<file path="config.mk">
export PLATFORM = sky130hd
export DESIGN_NAME = turn_signal_sequencer
export DESIGN_NICKNAME = d
export VERILOG_FILES = /design/src/rtl/turn_signal_sequencer.sv
export SDC_FILE = /design/constraint.sdc
export NUM_CORES = 1
export LEC_CHECK = 0
export BUFFER_PORTS_ARGS = -buffer_cell sky130_fd_sc_hd__buf_2
export CAP_MARGIN = 20
export CORE_UTILIZATION = 52
export DETAILED_ROUTE_END_ITERATION = 6
export GPL_TIMING_DRIVEN = 0
export PLACE_DENSITY = 0.79
export SLEW_MARGIN = 10
export SYNTH_ARGS = -nofsm -noshare
export SYNTH_HDL_FRONTEND = slang
export SYNTH_SLANG_ARGS = --single-unit
</file>
<file path="constraint.sdc">
create_clock -name CLOCK -period 1.8 [get_ports CLOCK]
set_input_delay 0.09 -clock CLOCK [delete_from_list [all_inputs] [get_ports CLOCK]]
set_output_delay 0.09 -clock CLOCK [all_outputs]
set_load 0.05 [all_outputs]
</file>
<file path="src/rtl/turn_signal_sequencer.sv">
// ============================================================================
//  Module      : turn_signal_sequencer
//  Description : Parametrised rear-lamp turn/hazard sequencer with step
//                prescaler, full-on hold phase and brake overlay.
//  Revision    : 1.0  initial release
// ============================================================================
`default_nettype none

module turn_signal_sequencer #(
  parameter int LAMPS      = 3,
  parameter int TICK_DIV   = 1,
  parameter int HOLD_STEPS = 0
) (
  input  logic             CLOCK,
  input  logic             RESET,
  input  logic             L,
  input  logic             R,
  input  logic             H,
  input  logic             B,
  output logic [LAMPS-1:0] LightsL,
  output logic [LAMPS-1:0] LightsR,
  output logic             Busy
);

  localparam int SW = $clog2(LAMPS + HOLD_STEPS + 1);
  localparam int CW = (TICK_DIV > 1) ? $clog2(TICK_DIV) : 1;

  localparam logic [SW-1:0]    c_last_step = SW'(LAMPS + HOLD_STEPS);
  localparam logic [SW-1:0]    c_hold_last = SW'(HOLD_STEPS);
  localparam logic [CW-1:0]    c_cnt_last  = CW'(TICK_DIV - 1);
  localparam logic [LAMPS-1:0] c_all_on    = {LAMPS{1'b1}};

  typedef enum logic [2:0] {
    S_IDLE  = 3'd0,
    S_LEFT  = 3'd1,
    S_RIGHT = 3'd2,
    S_HAZ   = 3'd3,
    S_OFF   = 3'd4
  } state_t;

  state_t          r_state;
  logic [SW-1:0]   r_step;
  logic [CW-1:0]   r_cnt;

  state_t          w_state_n;
  logic [SW-1:0]   w_step_n;
  logic [CW-1:0]   w_cnt_n;
  logic            w_tick;
  logic [LAMPS-1:0] w_pat;
  logic [LAMPS-1:0] w_brake;
  logic [LAMPS-1:0] w_lights_l_n;
  logic [LAMPS-1:0] w_lights_r_n;

  assign w_tick  = (r_cnt == c_cnt_last);
  assign w_cnt_n = ((r_state == S_IDLE) || w_tick) ? '0 : r_cnt + 1'b1;

  always_comb begin
    w_state_n = r_state;
    w_step_n  = r_step;
    case (r_state)
      S_LEFT, S_RIGHT: begin
        if (w_tick) begin
          if (H) begin
            w_state_n = S_HAZ;
            w_step_n  = '0;
          end else if (r_step < c_last_step) begin
            w_step_n  = r_step + 1'b1;
          end else begin
            w_state_n = S_OFF;
            w_step_n  = '0;
          end
        end
      end
      S_HAZ: begin
        if (w_tick) begin
          if (r_step < c_hold_last) begin
            w_step_n  = r_step + 1'b1;
          end else begin
            w_state_n = S_OFF;
            w_step_n  = '0;
          end
        end
      end
      default: begin
        // IDLE evaluates every cycle; OFF only on its tick, then restarts or idles
        if ((r_state == S_IDLE) || w_tick) begin
          w_step_n = '0;
          if (H || (L && R)) begin
            w_state_n = S_HAZ;
          end else if (L) begin
            w_state_n = S_LEFT;
            w_step_n  = SW'(1);
          end else if (R) begin
            w_state_n = S_RIGHT;
            w_step_n  = SW'(1);
          end else begin
            w_state_n = S_IDLE;
          end
        end
      end
    endcase
  end

  for (genvar gi = 0; gi < LAMPS; gi++) begin : g_pat
    assign w_pat[gi] = (w_step_n > SW'(gi));
  end

  assign w_brake = B ? c_all_on : '0;

  always_comb begin
    w_lights_l_n = w_brake;
    w_lights_r_n = w_brake;
    case (w_state_n)
      S_LEFT:  w_lights_l_n = w_pat;
      S_RIGHT: w_lights_r_n = w_pat;
      S_HAZ: begin
        w_lights_l_n = c_all_on;
        w_lights_r_n = c_all_on;
      end
      default: ;
    endcase
  end

  always_ff @(posedge CLOCK) begin
    if (RESET) begin
      r_state <= S_IDLE;
      r_step  <= '0;
      r_cnt   <= '0;
      LightsL <= '0;
      LightsR <= '0;
      Busy    <= 1'b0;
    end else begin
      r_state <= w_state_n;
      r_step  <= w_step_n;
      r_cnt   <= w_cnt_n;
      LightsL <= w_lights_l_n;
      LightsR <= w_lights_r_n;
      Busy    <= (w_state_n != S_IDLE);
    end
  end

endmodule

`default_nettype wire
</file>
==> summary.txt, run 1 <==
Setup path
  – Worst R2R Path Depth: 6
  – Crit Reg-Reg Startpoint: r_step[0]
  – Worst reg-to-reg setup slack: between 60 and 70 ps
  – Crit path kind: flip-flop to flip-flop
  – Crit Reg-Reg Endpoint: LightsR[2]
  – Worst setup EP type: flip-flop
  – Setup crit start kind: flip-flop
  – WP data arrival: 1880 ps
  – Crit path max fanout: 5
  – Req. time, crit path: 1950 ps

Die
  – Die width: between 30 and 40 um
  – Effective utilization at floorplan: 0.5625
  – Core area: 1301 sq um
  – Die area: about 1600 sq um
  – Die height: ~40 um
  – I/O pins: 13
  – FP Rows: 13

Power
  – Max VDD drop: between 0.7 and 0.8 mV
  – Leakage dissipation: about 0.36 nW
  – Overall Power: around 870 uW
  – PwrDens: 1012 nW/um^2

Routing
  – Final ANT Viol Nets: 0
  – Remaining DRCs: 0
  – DRT Pass-1 Iters: 5
  – Via count: 686
  – Wire length per cell: 14.03 um
  – Via density: between 6 and 7
  – Initial DRC count: 25
  – Final WL: between 1500 and 2000 um

Hold path
  – Hold WC Path Type: input port to flip-flop
  – WHS Path Cells: 3
  – Hold worst-path end: LightsR[1]
  – HP Start: B

Logic synthesis
  – Mapped cell area: ~730 sq um
  – Synth unique cells: 38
  – Post-Syn Instances: 82
  – Flops & latches, synth: 13
  – Ys flop type: dfxtp_1
  – Post-synthesis sequential area ratio: 0.3556
  – Synthesized area per cell: a little under 9 sq um
  – Post-synth EDFFs: 0
  – Warnings, synthesis: 0
  – Post-synth ARST share: 0
  – Mapped Nets: 89

Global route
  – First-pass GRT wire length: approximately 2400 um
  – Largest net degree at the start of global routing: 11
  – GR Overflow Total: 0
  – Vias in the first global route: between 500 and 600
  – Tot GR Track Use: 0.2305
  – Initial antenna violation count: 0

Place
  – # placed instances: between 100 and 150
  – Placer Congestion: 0.8469
  – PortBufs: 11
  – Place WS: -19.31 ps
  – Post-DP HPWL: 1155 um
  – Placed Area: between 800 and 900 sq um

Layout
  – Most frequent cells in the layout: 13 x dfxtp_1, 13 x buf_2, 9 x nor2_1
  – Fillcell total: 111
  – Final Core Density: 0.6587
  – ANT cells: 0
  – Synthesis-to-finish area growth: 17.09%
  – Seq. cell area: between 200 and 300 sq um
  – Layout Nets: ~110
  – Final Instance Area: 857.1 sq um
  – Fin cells: between 100 and 150
  – Multi-input logic area: approximately 450 sq um
  – Share of post-route cells with drive strength above 1: 0.3196

Clock network
  – Post-CTS Setup Bufs: 0
  – Root buffer cell: clkbuf_4
  – Max Root-Sink Buffers: 2
  – # clock sinks: 13
  – Hold_buf cts: 0
  – Total CTS buffers: 3
  – H-tree depth: 1
  – Clock transition at path regs: ~80 ps
  – Clock insertion delay at the later pin of the skew report: roughly 280 ps
  – CTS tree: built

STA
  – Final Slew Violations: 0
  – Clock skew after layout: ~1.1 ps
  – Minimum clock period after layout: roughly 1700 ps
  – Endpoints failing setup: 0
  – Post-route clock period utilization: 0.9631
  – Setup TNS: 0 ps
  – Max Clock Freq: ~580 MHz
  – Setup ws final: about 66 ps
  – Hold Slack: 192.7 ps
  – Hold Vio Cnt, Final: 0

Run
  – Max cap viols: 0

Run status
  – Status: finished clean
cells in the mapped netlist (2+ instances only):
master | n | area, sq um
a31oi_1 | 3 | 18.77
a21oi_1 | 6 | 30.03
buf_2 | 2 | 10.01
o31a_1 | 2 | 17.52
and2_1 | 5 | 31.28
nor2b_1 | 6 | 37.54
nand2_1 | 2 | 7.510
o21ai_0 | 2 | 10.01
a311oi_1 | 2 | 17.52
nor2_1 | 9 | 33.78
buf_6 | 2 | 22.52
dfxtp_1 | 13 | 260.3
nor3_1 | 3 | 15.01
per-layer routing:
| metal | up-vias | GRT usage | routed length (um) |
|---|---|---|---|
| met5 | - | 0 | 0 |
| met1 | 331 | 0.2931 | 703 |
| met2 | 20 | 0.3320 | 782 |
| met4 | 0 | 0.08621 | 20 |
| met3 | 7 | 0.1080 | 65 |
| li1 | 328 | - | - |
registers in the layout, indices dropped and copies added, names as in the netlist:
name and flops:
Busy 1, LightsR 3, r_state 3, LightsL 3
r_step 2, r_cnt 1
worst max path at each step:
| stage | from | to | slack, ps | cells after the start |
|---|---|---|---|---|
| floorplan | r_step[0] | LightsR[1] | 200 | 6 |
| global placement | r_step[0] | LightsR[1] | 40 | 6 |
| detailed placement | r_step[0] | LightsR[2] | -20 | 6 |
| CTS | r_step[0] | LightsR[2] | 0.2 | 6 |
| global route | r_step[0] | LightsR[2] | -2 | 6 |
| finish | r_step[0] | LightsR[2] | 70 | 6 |
cells by family after synthesis:
| logic type | after synthesis | share of synthesized area |
|---|---|---|
| AO/OA/AOI/OAI | 26 | 0.2752 |
| XOR/XNOR | 2 | 0.02394 |
| adder cells (fa/ha/maj) | 2 | 0.03247 |
| buffers and inverters | 7 | 0.06495 |
| flip-flops | 13 | 0.3556 |
| other | 1 | 0.005123 |
| AND/OR/NAND/NOR | 31 | 0.2427 |
report_power, final:
group	total, mW	internal (mW)	switching [mW]
combinational	0.348	0.119	0.230
clock	0.176	0.0825	0.0939
sequential	0.343	0.327	0.0157
total	0.867	0.528	0.339
what timing repair did:
| item | 4_1_cts | 5_1_grt |
|---|---|---|
| pin swaps | 0 | 2 |
| resized for setup | 1 | 3 |
| setup endpoints to repair | 1 | 3 |
critical path, stage by stage (launching register included):
cell and delay, ps:
dfxtp_1 360, ha_1 230, nor2b_1 150, maj3_2 330
a21oi_4 210, and2_1 230, a311oi_2 110
layout make-up:
| type | instances | area share |
|---|---|---|
| multi-input cells | 62 | 0.5226 |
| flip-flops and latches | 13 | 0.3037 |
| repair buffers | 11 | 0.06423 |
| plain buffers | 6 | 0.05109 |
| clock buffers | 3 | 0.02628 |
| well taps | 15 | 0.02190 |
| clock inverters | 1 | 0.005839 |
| inverters | 1 | 0.004380 |
(Power assumes the default switching activity.)
==> inputs of run 2 (changes only) <==
--- a/config.mk
+++ b/config.mk
@@ -7,6 +7,7 @@
 export LEC_CHECK = 0
 export BUFFER_PORTS_ARGS = -buffer_cell sky130_fd_sc_hd__buf_2
 export CAP_MARGIN = 20
+export CORE_MARGIN = 4
 export CORE_UTILIZATION = 52
 export DETAILED_ROUTE_END_ITERATION = 6
 export GPL_TIMING_DRIVEN = 0
==> constraint.sdc (replaced) <==
create_clock -name CLOCK -period 1.6 [get_ports CLOCK]
set_input_delay 0.08 -clock CLOCK [delete_from_list [all_inputs] [get_ports CLOCK]]
set_output_delay 0.08 -clock CLOCK [all_outputs]
set_load 0.05 [all_outputs]
==> summary.txt, run 2 (synthesized netlist as in run 1, its figures left out) <==
Run status
  – Status: finished with violations (was finished clean)
  – Violations in the final reports: negative setup slack

Clock network
  – H-tree depth: 1 (unchanged)
  – Root buffer cell: clkbuf_4 (unchanged)
  – Max Root-Sink Buffers: 2 (unchanged)
  – Clock insertion delay at the later pin of the skew report: 270 ps (was 280 ps)
  – Total CTS buffers: 3 (unchanged)
  – # clock sinks: 13 (unchanged)
  – Hold_buf cts: 0 (unchanged)
  – Clock transition at path regs: 70 ps (was 80 ps)
  – CTS tree: built (unchanged)

Die
  – FP Rows: 13 (unchanged)
  – Die height: 45.52 um (was 39.52 um)
  – Die width: 45.52 um (was 39.52 um)
  – Core area: 1318 sq um (was 1301 sq um)
  – Die area: 2072 sq um (was 1561 sq um)
  – I/O pins: 13 (unchanged)
  – Effective utilization at floorplan: 0.5556 (was 0.5625)

Hold path
  – Hold WC Path Type: input port to flip-flop (unchanged)

Setup path
  – Req. time, crit path: 1800 ps (was 1950 ps)
  – CP cell instances: ha_4 -> nor2b_4 -> maj3_2 -> a21oi_4 -> buf_6 -> a41oi_4 -> a31oi_1 (was ha_1 -> nor2b_1 -> maj3_2 -> a21oi_4 -> and2_1 -> a311oi_2)
  – Worst setup EP type: flip-flop (unchanged)
  – WP data arrival: 1840 ps (was 1880 ps)
  – Family with the most delay on the worst path: compound AO/OA/AOI/OAI gates (was adder cells)
  – Slowest CP cell: dfxtp_2 (was dfxtp_1)
  – Setup crit start kind: flip-flop (unchanged)
  – CP bufs+invs: 1 (was 0)
  – Crit path kind: flip-flop to flip-flop (unchanged)
  – Crit path max fanout: 5 (unchanged)
  – Crit path largest cell delay: 340 ps (was 360 ps)

Layout
  – Most common cell after layout, fill and taps aside: buf_2
  – Multi-input logic area: 511.7 sq um (was 447.9 sq um)
  – Final Instance Area: 982.2 sq um (was 857.1 sq um)
  – Most frequent cells in the layout: 12 x buf_2, 10 x dfxtp_1, 9 x buf_4 (was 13 x dfxtp_1, 13 x buf_2, 9 x nor2_1)
  – Layout Nets: 112 (was 105)
  – Largest regs: LightsL (3), LightsR (3), r_state (3) (unchanged)
  – Seq. cell area: 266.5 sq um (was 260.3 sq um)
  – Fin cells: 119 (was 112)
  – Fillcell total: 92 (was 111)
  – ANT cells: 0 (unchanged)
  – Final Core Density: 0.7455 (was 0.6587)
  – Synthesis-to-finish area growth: 34.19% (was 17.09%)
  – Share of post-route cells with drive strength above 1: 0.4712 (was 0.3196)

Global route
  – First-pass GRT wire length: 2684 um (was 2352 um)
  – Largest net degree at the start of global routing: 11 (unchanged)
  – GR Overflow Total: 0 (unchanged)
  – Initial antenna violation count: 0 (unchanged)
  – Vias in the first global route: 610 (was 527)
  – Tot GR Track Use: 0.1803 (was 0.2305)

Place
  – PortBufs: 11 (unchanged)
  – Place WS: -191.1 ps (was -19.31 ps)
  – Placer Congestion: 0.8463 (was 0.8469)
  – # placed instances: 108 (unchanged)
  – Placed Area: 813.3 sq um (was 805.8 sq um)
  – Post-DP HPWL: 1148 um (was 1155 um)

STA
  – Endpoints failing setup: 6 (was 0)
  – Unrepaired setup endpoints after global routing: true
  – Hold Vio Cnt, Final: 0 (unchanged)
  – Max Clock Freq: 609.4 MHz (was 576.8 MHz)
  – Post-route clock period utilization: 1.026 (was 0.9631)
  – Hold Slack: 193.7 ps (was 192.7 ps)
  – Final Slew Violations: 0 (unchanged)
  – Clock skew after layout: 3.051 ps (was 1.145 ps)
  – Setup ws final: -40.99 ps (was 66.42 ps)
  – Minimum clock period after layout: 1641 ps (was 1734 ps)
  – Setup TNS: -125.2 ps (was 0 ps)

Power
  – Overall Power: 1.049 mW (was 867.2 uW)
  – Power share of the clock group: 0.185 (was 0.203)
  – Seq pwr share: 0.377 (was 0.395)
  – Leakage dissipation: 0.4106 nW (was 0.3643 nW)
  – PwrDens: 1068 nW/um^2 (was 1012 nW/um^2)
  – Pint: 645.1 uW (was 528.2 uW)
  – Switching pwr: 403.6 uW (was 339.1 uW)
  – Sw Share: 0.3849 (was 0.3910)
  – Gate power share: 0.438 (was 0.402)
  – Max VDD drop: 0.8088 mV (was 0.7436 mV)

Routing
  – Initial DRC count: 15 (was 25)
  – Wire length per cell: 14.60 um (was 14.03 um)
  – Via count: 675 (was 686)
  – DRT Pass-1 Iters: 4 (was 5)
  – Final WL: 1737 um (was 1571 um)
  – Via density: 5.672 (was 6.125)
  – Final ANT Viol Nets: 0 (unchanged)
  – Remaining DRCs: 0 (unchanged)

Run
  – Max cap viols: 0 (unchanged)
run 2: power by group through the flow:
stage	clock [mW]	sequential (mW)	combinational (mW)
finish	0.194	0.396	0.459
global route	0.213	0.401	0.487
CTS	0.199	0.394	0.411
detailed placement	0	0.391	0.377
global placement	0	0.391	0.371
floorplan	0	0.501	0.193
run 2: final timing paths:
| check | from | to | slack [ps] | cells after the start |
|---|---|---|---|---|
| setup / recovery | r_step[1] | LightsL[0] | -40 | 7 |
| hold / removal | B | LightsR[2] | 190 | 3 |
| setup reg to reg | r_step[1] | LightsL[0] | -40 | 7 |
| hold reg to reg | r_step[1] | r_step[1] | 670 | 3 |
run 2: area by class of cell:
type                            count  area share
Sequential cell                    13      0.2713
Buffer                              5     0.03567
Timing Repair Buffer               19      0.1210
Clock buffer                        3     0.02293
Tap cell                           15     0.01911
Inverter                            1    0.003822
Multi-Input combinational cell     62      0.5210
Clock inverter                      1    0.005096
run 2: what timing repair did:
item | in CTS | in global routing
setup endpoints to repair | 7 | 8
pin swaps | 5 | 4
resized for setup | 13 | 10
buffers inserted | 5 | 3
run 2: worst reg2reg max path, delay by kind of cell, from the launching register on:
family | cells | cell delay, ps
fa+ha+maj | 2 | 480
simple gates | 1 | 120
flops | 1 | 340
buf+inv | 1 | 130
compound gates | 3 | 500
run 2: layer usage:
metal / track usage / routed length [um] / up-vias
met2: 0.3064 / 876 / 16
met3: 0.05929 / 82 / 0
li1: - / - / 342
met5: 0 / 0 / -
met4: 0.01754 / 0 / 0
met1: 0.2276 / 778 / 317
==> inputs of run 3 (changes only) <==
--- a/config.mk
+++ b/config.mk
@@ -8,10 +8,11 @@
 export BUFFER_PORTS_ARGS = -buffer_cell sky130_fd_sc_hd__buf_2
 export CAP_MARGIN = 20
 export CORE_MARGIN = 4
-export CORE_UTILIZATION = 52
+export CORE_UTILIZATION = 56
+export CTS_BUF_LIST = sky130_fd_sc_hd__clkbuf_8
 export DETAILED_ROUTE_END_ITERATION = 6
 export GPL_TIMING_DRIVEN = 0
-export PLACE_DENSITY = 0.79
+export PLACE_DENSITY = 0.8
 export SLEW_MARGIN = 10
 export SYNTH_ARGS = -nofsm -noshare
 export SYNTH_HDL_FRONTEND = slang
==> summary.txt, run 3 (synthesized netlist as in run 1, its figures left out) <==
Routing
  – Wire length per cell: 18.16 um (was 14.60 um)
  – Final WL: 2143 um (was 1737 um)
  – Via density: 6.407 (was 5.672)
  – Initial DRC count: 25 (was 15)
  – Final ANT Viol Nets: 0 (unchanged)
  – DRT Pass-1 Iters: 5 (was 4)
  – Remaining DRCs: 0 (unchanged)
  – Via count: 756 (was 675)

STA
  – Hold Vio Cnt, Final: 0 (unchanged)
  – Clock skew after layout: 1.284 ps (was 3.051 ps)
  – Setup ws final: -61.49 ps (was -40.99 ps)
  – Endpoints failing setup: 5 (was 6)
  – Post-route clock period utilization: 1.038 (was 1.026)
  – Setup TNS: -185.9 ps (was -125.2 ps)
  – Unrepaired setup endpoints after global routing: true (unchanged)
  – Final Slew Violations: 0 (unchanged)
  – Minimum clock period after layout: 1661 ps (was 1641 ps)
  – Max Clock Freq: 601.9 MHz (was 609.4 MHz)
  – Hold Slack: 214.4 ps (was 193.7 ps)

Layout
  – Layout Nets: 112 (unchanged)
  – Synthesis-to-finish area growth: 34.87% (was 34.19%)
  – ANT cells: 0 (unchanged)
  – Most common cell after layout, fill and taps aside: buf_2 (unchanged)
  – Most frequent cells in the layout: 13 x buf_2, 10 x dfxtp_1, 8 x nor2_1, 8 x buf_4, 5 x nor2b_1 (was 12 x buf_2, 10 x dfxtp_1, 9 x buf_4)
  – Share of post-route cells with drive strength above 1: 0.4808 (was 0.4712)
  – Fin cells: 118 (was 119)
  – Largest regs: LightsL (3), LightsR (3), r_state (3) (unchanged)

Power
  – Gate power share: 0.411 (was 0.438)
  – Leakage dissipation: 0.4193 nW (was 0.4106 nW)
  – Sw Share: 0.3743 (was 0.3849)
  – Max VDD drop: 0.9207 mV (was 0.8088 mV)
  – Switching pwr: 428.3 uW (was 403.6 uW)
  – Power share of the clock group: 0.251 (was 0.185)
  – Pint: 716.0 uW (was 645.1 uW)
  – Seq pwr share: 0.338 (was 0.377)
  – PwrDens: 1159 nW/um^2 (was 1068 nW/um^2)

Die
  – Die width: 44.16 um (was 45.52 um)
  – Die area: 1950 sq um (was 2072 sq um)
  – I/O pins: 13 (unchanged)
  – Die height: 44.16 um (was 45.52 um)
  – FP Rows: 12 (was 13)
  – Core area: 1171 sq um (was 1318 sq um)
  – Effective utilization at floorplan: 0.6250 (was 0.5556)

Global route
  – First-pass GRT wire length: 3187 um (was 2684 um)
  – Largest net degree at the start of global routing: 11 (unchanged)
  – Initial antenna violation count: 0 (unchanged)
  – GR Overflow Total: 0 (unchanged)
  – Vias in the first global route: 704 (was 610)
  – Tot GR Track Use: 0.2274 (was 0.1803)

Place
  – Placer Congestion: 0.8937 (was 0.8463)
  – Post-DP HPWL: 1180 um (was 1148 um)
  – PortBufs: 11 (unchanged)
  – # placed instances: 107 (was 108)

Run
  – Max cap viols: 0 (unchanged)

Clock network
  – Clock insertion delay at the later pin of the skew report: 240 ps (was 270 ps)
  – Root buffer cell: clkbuf_8 (was clkbuf_4)
  – H-tree depth: 1 (unchanged)
  – Total CTS buffers: 3 (unchanged)
  – # clock sinks: 13 (unchanged)
  – Clock transition at path regs: 50 ps (was 70 ps)
  – Hold_buf cts: 0 (unchanged)
  – Max Root-Sink Buffers: 2 (unchanged)
  – CTS tree: built (unchanged)

Hold path
  – HP Start: B (unchanged)
  – WHS Path Cells: 3 (unchanged)
  – Hold worst-path end: LightsR[1] (was LightsR[2])
  – Hold WC Path Type: input port to flip-flop (unchanged)

Run status
  – Status: finished with violations (unchanged)
  – Violations in the final reports: negative setup slack (unchanged)

Setup path
  – Crit path kind: flip-flop to flip-flop (unchanged)
  – Setup crit start kind: flip-flop (unchanged)
  – Worst R2R Path Depth: 6 (was 7)
  – WP data arrival: 1820 ps (was 1840 ps)
  – Worst setup EP type: flip-flop (unchanged)
  – Crit Reg-Reg Endpoint: LightsL[2] (was LightsL[0])
  – Crit path max fanout: 5 (unchanged)
  – Worst reg-to-reg setup slack: -60 ps (was -40 ps)
  – Req. time, crit path: 1760 ps (was 1800 ps)
  – Crit Reg-Reg Startpoint: r_step[1] (unchanged)
run 3: cell counts in the layout (fill, tap and decap cells not counted):
Identical to the previous run, type by type.
run 3: per-layer routing:
layer | vias up | wire length, um | track usage
li1 | 342 | - | -
met1 | 359 | 838 | 0.2617
met2 | 45 | 1071 | 0.3663
met3 | 10 | 144 | 0.08130
met4 | 0 | 87 | 0.1205
met5 | - | 0 | 0
run 3: how the worst max path moves through the flow:
stage                    from    endpoint  slack (ps)  cells past startpoint
global route        r_step[1]  LightsR[0]        -130                      6
CTS                     r_cnt  LightsR[1]          10                      6
floorplan           r_step[0]  LightsR[1]          10                      6
detailed placement  r_step[0]  LightsR[1]        -150                      6
global placement    r_step[0]  LightsR[2]        -110                      6
finish              r_step[1]  LightsL[2]         -60                      6
run 3: critical path: stages (launching register included):
cell and delay (ps):
dfxtp_4 350, ha_4 160, nor2b_4 120, maj3_2 310, a21oi_4 210, a41oi_2 200, a31oi_1 220
run 3: area by class of cell:
class	count	area, sq um
Clock buffer	3	41.29
Timing Repair Buffer	18	107.6
Sequential cell	13	266.5
Fill cell	61	183.9
Inverter	1	3.754
Multi-Input combinational cell	62	501.7
Buffer	6	43.79
Clock inverter	1	5.005
Tap cell	14	17.52
run 3: what timing repair did:
action                     in CTS  in global routing
pin swaps                       6                  4
setup endpoints to repair       7                  8
gates resized for setup        10                 10
setup buffers                   5                  2
run 3: per-stage QoR:
| stage | total power [mW] | area (sq um) | setup WS (ps) | utilization |
|---|---|---|---|---|
| floorplan | 0.6945 | 739.5 | 14.67 | - |
| global placement | 0.7611 | 812.0 | -109.6 | 0.6934 |
| detailed placement | 0.7690 | 812.0 | -152.1 | 0.6934 |
| CTS | 1.104 | 928.4 | 11.44 | 0.7927 |
| global route | 1.186 | 987.2 | -129.6 | 0.8429 |
| finish | 1.144 | 987.2 | -61.49 | 0.8429 |
run 3: power groups by stage:
stage	registers, mW	logic (mW)	clock network (mW)
global route	0.390	0.492	0.305
floorplan	0.501	0.193	0
finish	0.386	0.470	0.288
CTS	0.385	0.426	0.294
global placement	0.390	0.371	0
detailed placement	0.393	0.376	0
